`config.mk`:
```
export PLATFORM = sky130hd
export DESIGN_NAME = keypad_scanner
export DESIGN_NICKNAME = d
export VERILOG_FILES = /design/src/rtl/keypad_scanner.sv
export SDC_FILE = /design/constraint.sdc
export NUM_CORES = 1
export LEC_CHECK = 0
export BUFFER_PORTS_ARGS = -buffer_cell sky130_fd_sc_hd__buf_2
export CAP_MARGIN = 20
export CORE_MARGIN = 5
export CORE_UTILIZATION = 42
export CTS_BUF_LIST = sky130_fd_sc_hd__clkbuf_2 sky130_fd_sc_hd__clkbuf_4 sky130_fd_sc_hd__clkbuf_8
export DETAILED_ROUTE_END_ITERATION = 12
export GPL_TIMING_DRIVEN = 0
export SLEW_MARGIN = 40
export SYNTH_ARGS = -nofsm -noshare
export SYNTH_HDL_FRONTEND = slang
export SYNTH_SLANG_ARGS = --single-unit
```
`constraint.sdc`:
```
create_clock -name clk -period 3.05 [get_ports clk]
set_input_delay 0.61 -clock clk [delete_from_list [all_inputs] [get_ports clk]]
set_output_delay 0.61 -clock clk [all_outputs]
set_load 0.02 [all_outputs]
```
`src/rtl/keypad_scanner.sv`:
```
// 4x4 matrix keypad scanner: column drive, row sync/debounce, hex key code and BCD entry.
module keypad_scanner #(
    parameter int unsigned SCAN_DIV       = 50000,
    parameter int unsigned DEBOUNCE_COUNT = 4
) (
    input  logic        clk,
    input  logic        clr_n,
    input  logic [3:0]  row_in,
    output logic [3:0]  col_out,
    output logic [3:0]  key_code,
    output logic        key_valid,
    output logic        key_held,
    output logic [15:0] entry_value
);

    localparam int unsigned DC_W  = (SCAN_DIV > 1) ? $clog2(SCAN_DIV) : 1;
    localparam int unsigned CNT_W = $clog2(DEBOUNCE_COUNT + 1);
    localparam logic [DC_W-1:0]  DC_LAST  = DC_W'(SCAN_DIV - 1);
    localparam logic [CNT_W-1:0] CNT_DONE = CNT_W'(DEBOUNCE_COUNT);

    typedef enum logic [1:0] {
        ST_SCAN,
        ST_DEBOUNCE,
        ST_PRESSED,
        ST_RELEASE
    } state_t;

    logic [3:0]       r_sync1;
    logic [3:0]       r_rs;
    logic [DC_W-1:0]  r_dc;
    state_t           r_state;
    logic [3:0]       r_col_out;
    logic [3:0]       r_pat;
    logic [CNT_W-1:0] r_cnt;
    logic [3:0]       r_key_code;
    logic             r_key_valid;
    logic             r_key_held;
    logic [15:0]      r_entry;

    logic             w_sample;
    logic [3:0]       w_col_next;
    logic [1:0]       w_col_idx;
    logic [1:0]       w_row_idx;
    logic [3:0]       w_code;
    logic [15:0]      w_entry_next;
    logic [CNT_W-1:0] w_cnt_inc;

    assign w_sample   = (r_dc == DC_LAST);
    assign w_col_next = {r_col_out[2:0], r_col_out[3]};
    assign w_cnt_inc  = r_cnt + CNT_W'(1);

    // Two-flop synchronizer for the asynchronous row returns
    always_ff @(posedge clk or negedge clr_n) begin
        if (!clr_n) begin
            r_sync1 <= 4'hF;
            r_rs    <= 4'hF;
        end else begin
            r_sync1 <= row_in;
            r_rs    <= r_sync1;
        end
    end

    // Dwell counter: free-running 0..SCAN_DIV-1, sample point at the top
    always_ff @(posedge clk or negedge clr_n) begin
        if (!clr_n) begin
            r_dc <= '0;
        end else if (w_sample) begin
            r_dc <= '0;
        end else begin
            r_dc <= r_dc + DC_W'(1);
        end
    end

    // Decode driven column and the winning (lowest) low row into a key code
    always_comb begin
        w_col_idx = 2'd0;
        case (r_col_out)
            4'b1101: w_col_idx = 2'd1;
            4'b1011: w_col_idx = 2'd2;
            4'b0111: w_col_idx = 2'd3;
            default: w_col_idx = 2'd0;
        endcase

        w_row_idx = 2'd3;
        if (!r_pat[0])      w_row_idx = 2'd0;
        else if (!r_pat[1]) w_row_idx = 2'd1;
        else if (!r_pat[2]) w_row_idx = 2'd2;

        w_code = 4'h0;
        case ({w_row_idx, w_col_idx})
            4'd0:  w_code = 4'h1;
            4'd1:  w_code = 4'h2;
            4'd2:  w_code = 4'h3;
            4'd3:  w_code = 4'hA;
            4'd4:  w_code = 4'h4;
            4'd5:  w_code = 4'h5;
            4'd6:  w_code = 4'h6;
            4'd7:  w_code = 4'hB;
            4'd8:  w_code = 4'h7;
            4'd9:  w_code = 4'h8;
            4'd10: w_code = 4'h9;
            4'd11: w_code = 4'hC;
            4'd12: w_code = 4'h0;
            4'd13: w_code = 4'hF;
            4'd14: w_code = 4'hE;
            default: w_code = 4'hD;
        endcase

        w_entry_next = r_entry;
        if (w_code <= 4'd9) begin
            w_entry_next = {r_entry[11:0], w_code};
        end else if (w_code == 4'hC) begin
            w_entry_next = 16'h0000;
        end
    end

    // Scan / debounce / press / release sequencer with registered outputs
    always_ff @(posedge clk or negedge clr_n) begin
        if (!clr_n) begin
            r_state     <= ST_SCAN;
            r_col_out   <= 4'b1110;
            r_pat       <= 4'hF;
            r_cnt       <= '0;
            r_key_code  <= 4'h0;
            r_key_valid <= 1'b0;
            r_key_held  <= 1'b0;
            r_entry     <= 16'h0000;
        end else begin
            r_key_valid <= 1'b0;
            case (r_state)
                ST_SCAN: begin
                    if (w_sample) begin
                        if (r_rs == 4'hF) begin
                            r_col_out <= w_col_next;
                        end else begin
                            r_pat   <= r_rs;
                            r_cnt   <= CNT_W'(1);
                            r_state <= ST_DEBOUNCE;
                        end
                    end
                end
                ST_DEBOUNCE: begin
                    if (w_sample) begin
                        if (r_rs == r_pat) begin
                            r_cnt <= w_cnt_inc;
                            if (w_cnt_inc == CNT_DONE) begin
                                // Outputs move on this edge so the strobe lands in PRESSED
                                r_key_code  <= w_code;
                                r_key_valid <= 1'b1;
                                r_key_held  <= 1'b1;
                                r_entry     <= w_entry_next;
                                r_state     <= ST_PRESSED;
                            end
                        end else begin
                            r_col_out <= w_col_next;
                            r_state   <= ST_SCAN;
                        end
                    end
                end
                ST_PRESSED: begin
                    r_cnt   <= '0;
                    r_state <= ST_RELEASE;
                end
                ST_RELEASE: begin
                    if (w_sample) begin
                        if (r_rs == 4'hF) begin
                            r_cnt <= w_cnt_inc;
                            if (w_cnt_inc == CNT_DONE) begin
                                r_key_held <= 1'b0;
                                r_col_out  <= w_col_next;
                                r_state    <= ST_SCAN;
                            end
                        end else begin
                            r_cnt <= '0;
                        end
                    end
                end
                default: r_state <= ST_SCAN;
            endcase
        end
    end

    assign col_out     = r_col_out;
    assign key_code    = r_key_code;
    assign key_valid   = r_key_valid;
    assign key_held    = r_key_held;
    assign entry_value = r_entry;

endmodule

```
==> After elaboration in Yosys (flattened, before gate mapping) <==
Memory sizes are Yosys's and may differ from the RTL's.
Index checks and enable logic that the tools add are counted.
Widths: inputs -> output; s select.
{ "totals": {"reg_bits": 59, "romBits": 64, "output_inout_bits": 26, "word_cells": 91, "memories": 1} }
{ "op_classes": {"add_sub_neg": 2, "order_cmp": 1, "n_eq_ne": 22, "mux": 42, "bitwise": 1, "n_reduce_logical": 11} }
{ "mem_list": {"columns": ["name", "words", "word_bits", "read_ports", "rd_clocked_by_memory_dff", "wr", "line_no", "source"], "rows": [
  ["(no name shown)", 16, 4, 1, 0, 0, "90", "case ({w_row_idx, w_col_idx})"]
]} }
{ "ops": {"columns": ["operator", "count"], "rows": [
  ["$mux 16", 3],
  ["$mux 4", 7],
  ["$mux 2", 10],
  ["$ne 2x2->1 const B", 10],
  ["$mux 3", 6],
  ["$add 16x1->16 const B", 1],
  ["$eq 16x16->1 const B", 1],
  ["$eq 4x4->1 const B", 4],
  ["$reduce_and 7->1", 2],
  ["$pmux 3 s4", 1],
  ["$pmux 4 s3", 1],
  ["$mux 1", 11],
  ["$reduce_and 5->1", 2],
  ["$pmux 2 s4", 1],
  ["$reduce_and 8->1", 1],
  ["$pmux 2 s3", 1],
  ["$eq 2x2->1 const B", 2],
  ["$eq 4x3->1 const B", 1],
  ["$eq 4x4->1", 1],
  ["$le 4x4->1 const B", 1],
  ["$reduce_and 4->1", 1],
  ["$reduce_bool 2->1", 2],
  ["$add 3x1->3 const B", 1],
  ["$eq 3x3->1 const B", 1],
  ["7 further kinds", 7]
]} }

==> Logic depth before layout (Yosys ltp) <==
An unclocked memory read counts as a cell.
{ "logic_depth": {"ltp_word": 7, "mapped_depth": 10, "ltp_nobuf": 9} }

==> Worst setup path before layout <==
OpenSTA, ideal clock, no wires.
{ "synth_path": {"kind": "reg-to-reg", "startpoint": "reg r_col_out[3], in the netlist col_out[3]", "endpoint": "reg r_entry[0], in the netlist entry_value[0]", "arrival_time_ns": 2.580, "path_slack_ns": 0.332, "stages_incl_launch_ff": 10, "path_buffers": 1, "synth_period_minus_slack_ns": 2.718, "path_cell_list": "dfstp_2 -> xor2_1 -> nand3_1 -> ha_1 -> mux2_2 -> a211o_1 -> o21ai_0 -> and2_1 -> clkbuf_1 -> o211ai_1"} }
{ "synth_via": {"elab_chain_cells": 6, "word_cells_on_any_way": 10, "classes_between": "order compare: 1; eq/ne: 4; mux: 2; reduce/logical: 2; memory: 1"} }
{ "synth_rtl": {"columns": ["element", "line_no", "source"], "rows": [
  ["start, declared", "32", "logic [3:0] r_col_out;"],
  ["start signal, assigned", "134", "r_col_out <= w_col_next;"],
  ["start signal, assigned", "155", "r_col_out <= w_col_next;"],
  ["start signal, assigned", "170", "r_col_out <= w_col_next;"],
  ["$eq 4x3->1 / $eq 4x4->1 (equally long branches)", "77", "case (r_col_out)"],
  ["$pmux 2 s3 *", "77", null],
  ["$mem_v2 16x4 *", null, null],
  ["$le 4x4->1 / $eq 4x4->1 (equally long branches)", "110, 112", null],
  ["$reduce_bool 2->1 (no line)", null, null],
  ["$reduce_and 5->1 (no line)", null, null],
  ["end signal, assigned", "151", "r_entry <= w_entry_next;"],
  ["end, declared", "38", "logic [15:0] r_entry;"]
]} }
Every way passes the cells marked *; elsewhere a longest branch is shown, timed or not.
A chain may end at the register's enable or synchronous reset.

==> Final worst setup path <==
{ "layout_path": {"startpoint": "reg r_col_out[1], in the netlist col_out[1]", "endpoint": "reg r_entry[4], in the netlist entry_value[4]"} }
The elaborated chain is that of the path after synthesis.

==> impl_metrics.yaml <==
logic_synthesis:
  synth_warnings: 0
  asyncSetResetFlopFracSynth_pct: 100.0
  synth_top_flop_cell: "sky130_fd_sc_hd__dfrtp_1"
  mappedNetlistArea_mm2: 0.003127
  top_count_cell_post_synth: "sky130_fd_sc_hd__nand2_1"
  synth.ff_latch_count: 59
  synth_top_area_share_pct: 35.21
  synthCells: 295
  syn_nets: 312
  synth_seq_area_share_pct: 47.82
  synth.cells.most_frequent: "sky130_fd_sc_hd__nand2_1, sky130_fd_sc_hd__dfrtp_1, sky130_fd_sc_hd__o211ai_1, sky130_fd_sc_hd__nor2_1, sky130_fd_sc_hd__inv_1"
  netlist-cell-type-count: 54
  synthesis.area_per_instance_um2: 10.60
  synth_edf_count: 0
  synth_area_leaders: "sky130_fd_sc_hd__dfrtp_1, sky130_fd_sc_hd__dfstp_2, sky130_fd_sc_hd__o211ai_1"
  synth.largest_area_cell: "sky130_fd_sc_hd__dfrtp_1"
layout:
  insertedDiodeCount: 0
  post_layout_nonfiller_instances: 441
  num-fill-cells: 684
  design.final.nets: 354
  fin_util_pct: 50.25
  post_route_cells_drive_above_1_share_pct: 27.78
  flow.area_growth_from_synthesis_pct: 16.57
sta:
  tightest_slew_ns: 0.5883
  layout_setup_ws_ns: 0.1833
  total_negative_slack_ns: 0
  max-slew-margin-rel_pct: 60.51
  finalMaxSlewViolations: 0
  fin_crit_sh_pct: 93.99
  setup_repair_after_global_routing_missed_its_margin: "false"
  timing.final.hold_violations: 0
  skew_ns: 0.008191
  maxClockFrequency_ghz: 0.3488
  fin_crit_ns: 2.867
  setup_violations: 0
run:
  maxCapViolCount: 0
detailed_routing:
  drc: 0
  routed_wire_length_per_instance_um: 14.44
  number_of_routed_nets_with_antenna_violations: 0
  drt-pass1-iter-count: 5
  drt_wl_total_mm: 6.370
  avgViaCountPerCell: 5.188
  dr.first_iter.drc_count: 89
  num_vias: 2288
worst_setup_path:
  worst_ep_required_time_ns: 3.31
  critPathCaptureType: "flop"
  crit_path_start_kind: "flop"
  setup.reg_to_reg.worst_slack_ns: 0.18
  critPathKind: "reg -> reg"
  timing.critical_path.fanout_max: 10
  crit_arrival_ns: 3.12
clock_tree:
  tritoncts.num_buffers: 9
  clock_tree.htree_level_count: 3
  holdBufCountCts: 0
  clockBufferDepth: 2
  cts_root_buffer: "sky130_fd_sc_hd__clkbuf_8"
  cts.clk_slew.worst_paths_ns: 0.07
  clock_sinks: 59
  insertion_delay_ns: 0.34
  post_cts.repair.setup_buffers: 0
  tritoncts: "built"
grt:
  grt_start_max_net_pins: 60
  grt_first_pass_wirelength_mm: 11.00
  antenna_found_initial: 0
  number_of_global_route_vias_before_repair: 2293
  grt_overflow_total: 0
  grtUsageTotal_pct: 15.68
placed_design:
  dp_hpwl_mm: 4.414
  gp_routability_congestion: 0.8209
  placed_cells: 425
  numPortBuffers: 31
  setup_slack_after_placement_ns: 0.04221
floorplanning:
  die_y_um: 96.28
  initial_utilization_pct: 43.11
  floorplan.io_pins: 32
  fp-row-count: 31
  floorplan.die_area_mm2: 0.009270
  core-area_mm2: 0.007253
  die-width_um: 96.28
power_and_ir_drop:
  irDropWorstVdd_mv: 0.3146
  power.density_cell_area_mw_per_mm2: 450.7
  power.leakage_nw: 1.682
outcome:
  run_status: "completed"
min_path:
  worstHoldPathType: "in -> async"
-- where the power goes --
group | leakage [nW] | switching (mW) | internal [mW]
Combinational | 0.809 | 0.0181 | 0.00568
Clock | 0.116 | 0.310 | 0.512
Sequential | 0.757 | 0.00398 | 0.793
Total | 1.68 | 0.332 | 1.31
-- placed cells by master (no fill, tap or decap), drive strengths merged, types with 11 or more instances in the layout --
master,netlist,routed
nand2,46,46
dfrtp,44,44
buf,4,35
o211ai,27,27
nor2,20,20
inv,18,18
clkbuf,6,18
dfstp,15,15
xnor2,14,14
ha,11,11
-- final cells by class --
type	instances	area, µm²	area share (%)
timing repair buffer	31	161.4	4.428
sequential	59	1495	41.02
multi-input combinational	208	1469	40.30
buffer	10	96.34	2.643
clock inverter	4	72.57	1.991
clock buffer	12	158.9	4.360
tap	99	123.9	3.399
inverter	18	67.56	1.854
-- timing repair --
| action | 4_1_cts | 5_1_grt |
|---|---|---|
| gates resized for setup | 0 | 2 |
| hold endpoints to repair | 0 | 0 |
| setup endpoints to repair | 0 | 10 |
-- metal layers --
| metal | GRT usage (%) | routed length [µm] | vias to the layer above |
|---|---|---|---|
| met4 | 6.754 | 146 | 0 |
| li1 | - | - | 1131 |
| met1 | 21.16 | 3119 | 1094 |
| met2 | 23.00 | 2838 | 50 |
| met5 | 0 | 0 | - |
| met3 | 5.004 | 266 | 13 |
-- through the flow --
stage,area [µm²],hold slack [ns],power [mW]
finish,3645,0.2311,1.643
global route,3645,0.2643,1.705
CTS,3640,0.3408,1.671
detailed placement,3408,0.3468,0.8356
global placement,3406,0.3456,0.8344
floorplan,3127,0.3144,0.8143
-- registers in the layout, indices dropped and copies added (netlist names), named ones only --
register     count
r_sync1          4
r_pat            4
col_out          4
r_dc            16
key_valid        1
entry_value     16
r_rs             4
r_cnt            3
key_held         1
key_code         4
r_state          1
-- cells by family (layout without fill, tap and decap cells) --
logic type	Yosys count	count (layout)	synth area share, %
adders and majority gates	11	11	4.402
muxes	12	12	4.242
AOI/OAI and AO/OA	60	60	14.57
and+or+nand+nor	105	105	18.17
DFF	59	59	47.82
xor gates and xnor gates	20	20	5.602
buffers and inverters	28	75	5.202
-- critical path: stages, from the launching register on --
cell	delay (ns)
sky130_fd_sc_hd__dfstp_2	0.58
sky130_fd_sc_hd__xor2_1	0.23
sky130_fd_sc_hd__nand3_1	0.18
sky130_fd_sc_hd__ha_1	0.35
sky130_fd_sc_hd__mux2_2	0.26
sky130_fd_sc_hd__a211o_1	0.37
sky130_fd_sc_hd__nor3_2	0.35
sky130_fd_sc_hd__clkbuf_8	0.24
sky130_fd_sc_hd__o211ai_1	0.09
sky130_fd_sc_hd__o211ai_1	0.12
-- path summary, 6_finish.rpt --
| path | from | to | depth (start not counted) |
|---|---|---|---|
| min reg2reg | r_sync1[0] | r_rs[0] | 0 |
| max | col_out[1] | entry_value[4] | 9 |
| max reg2reg | col_out[1] | entry_value[4] | 9 |
| min in group clk | r_sync1[0] | r_rs[0] | 0 |
| max in group asynchronous | clr_n | r_sync1[3] | 1 |
| min | clr_n | r_dc[11] | 1 |
No activity file was read; power rests on OpenSTA's default activity.
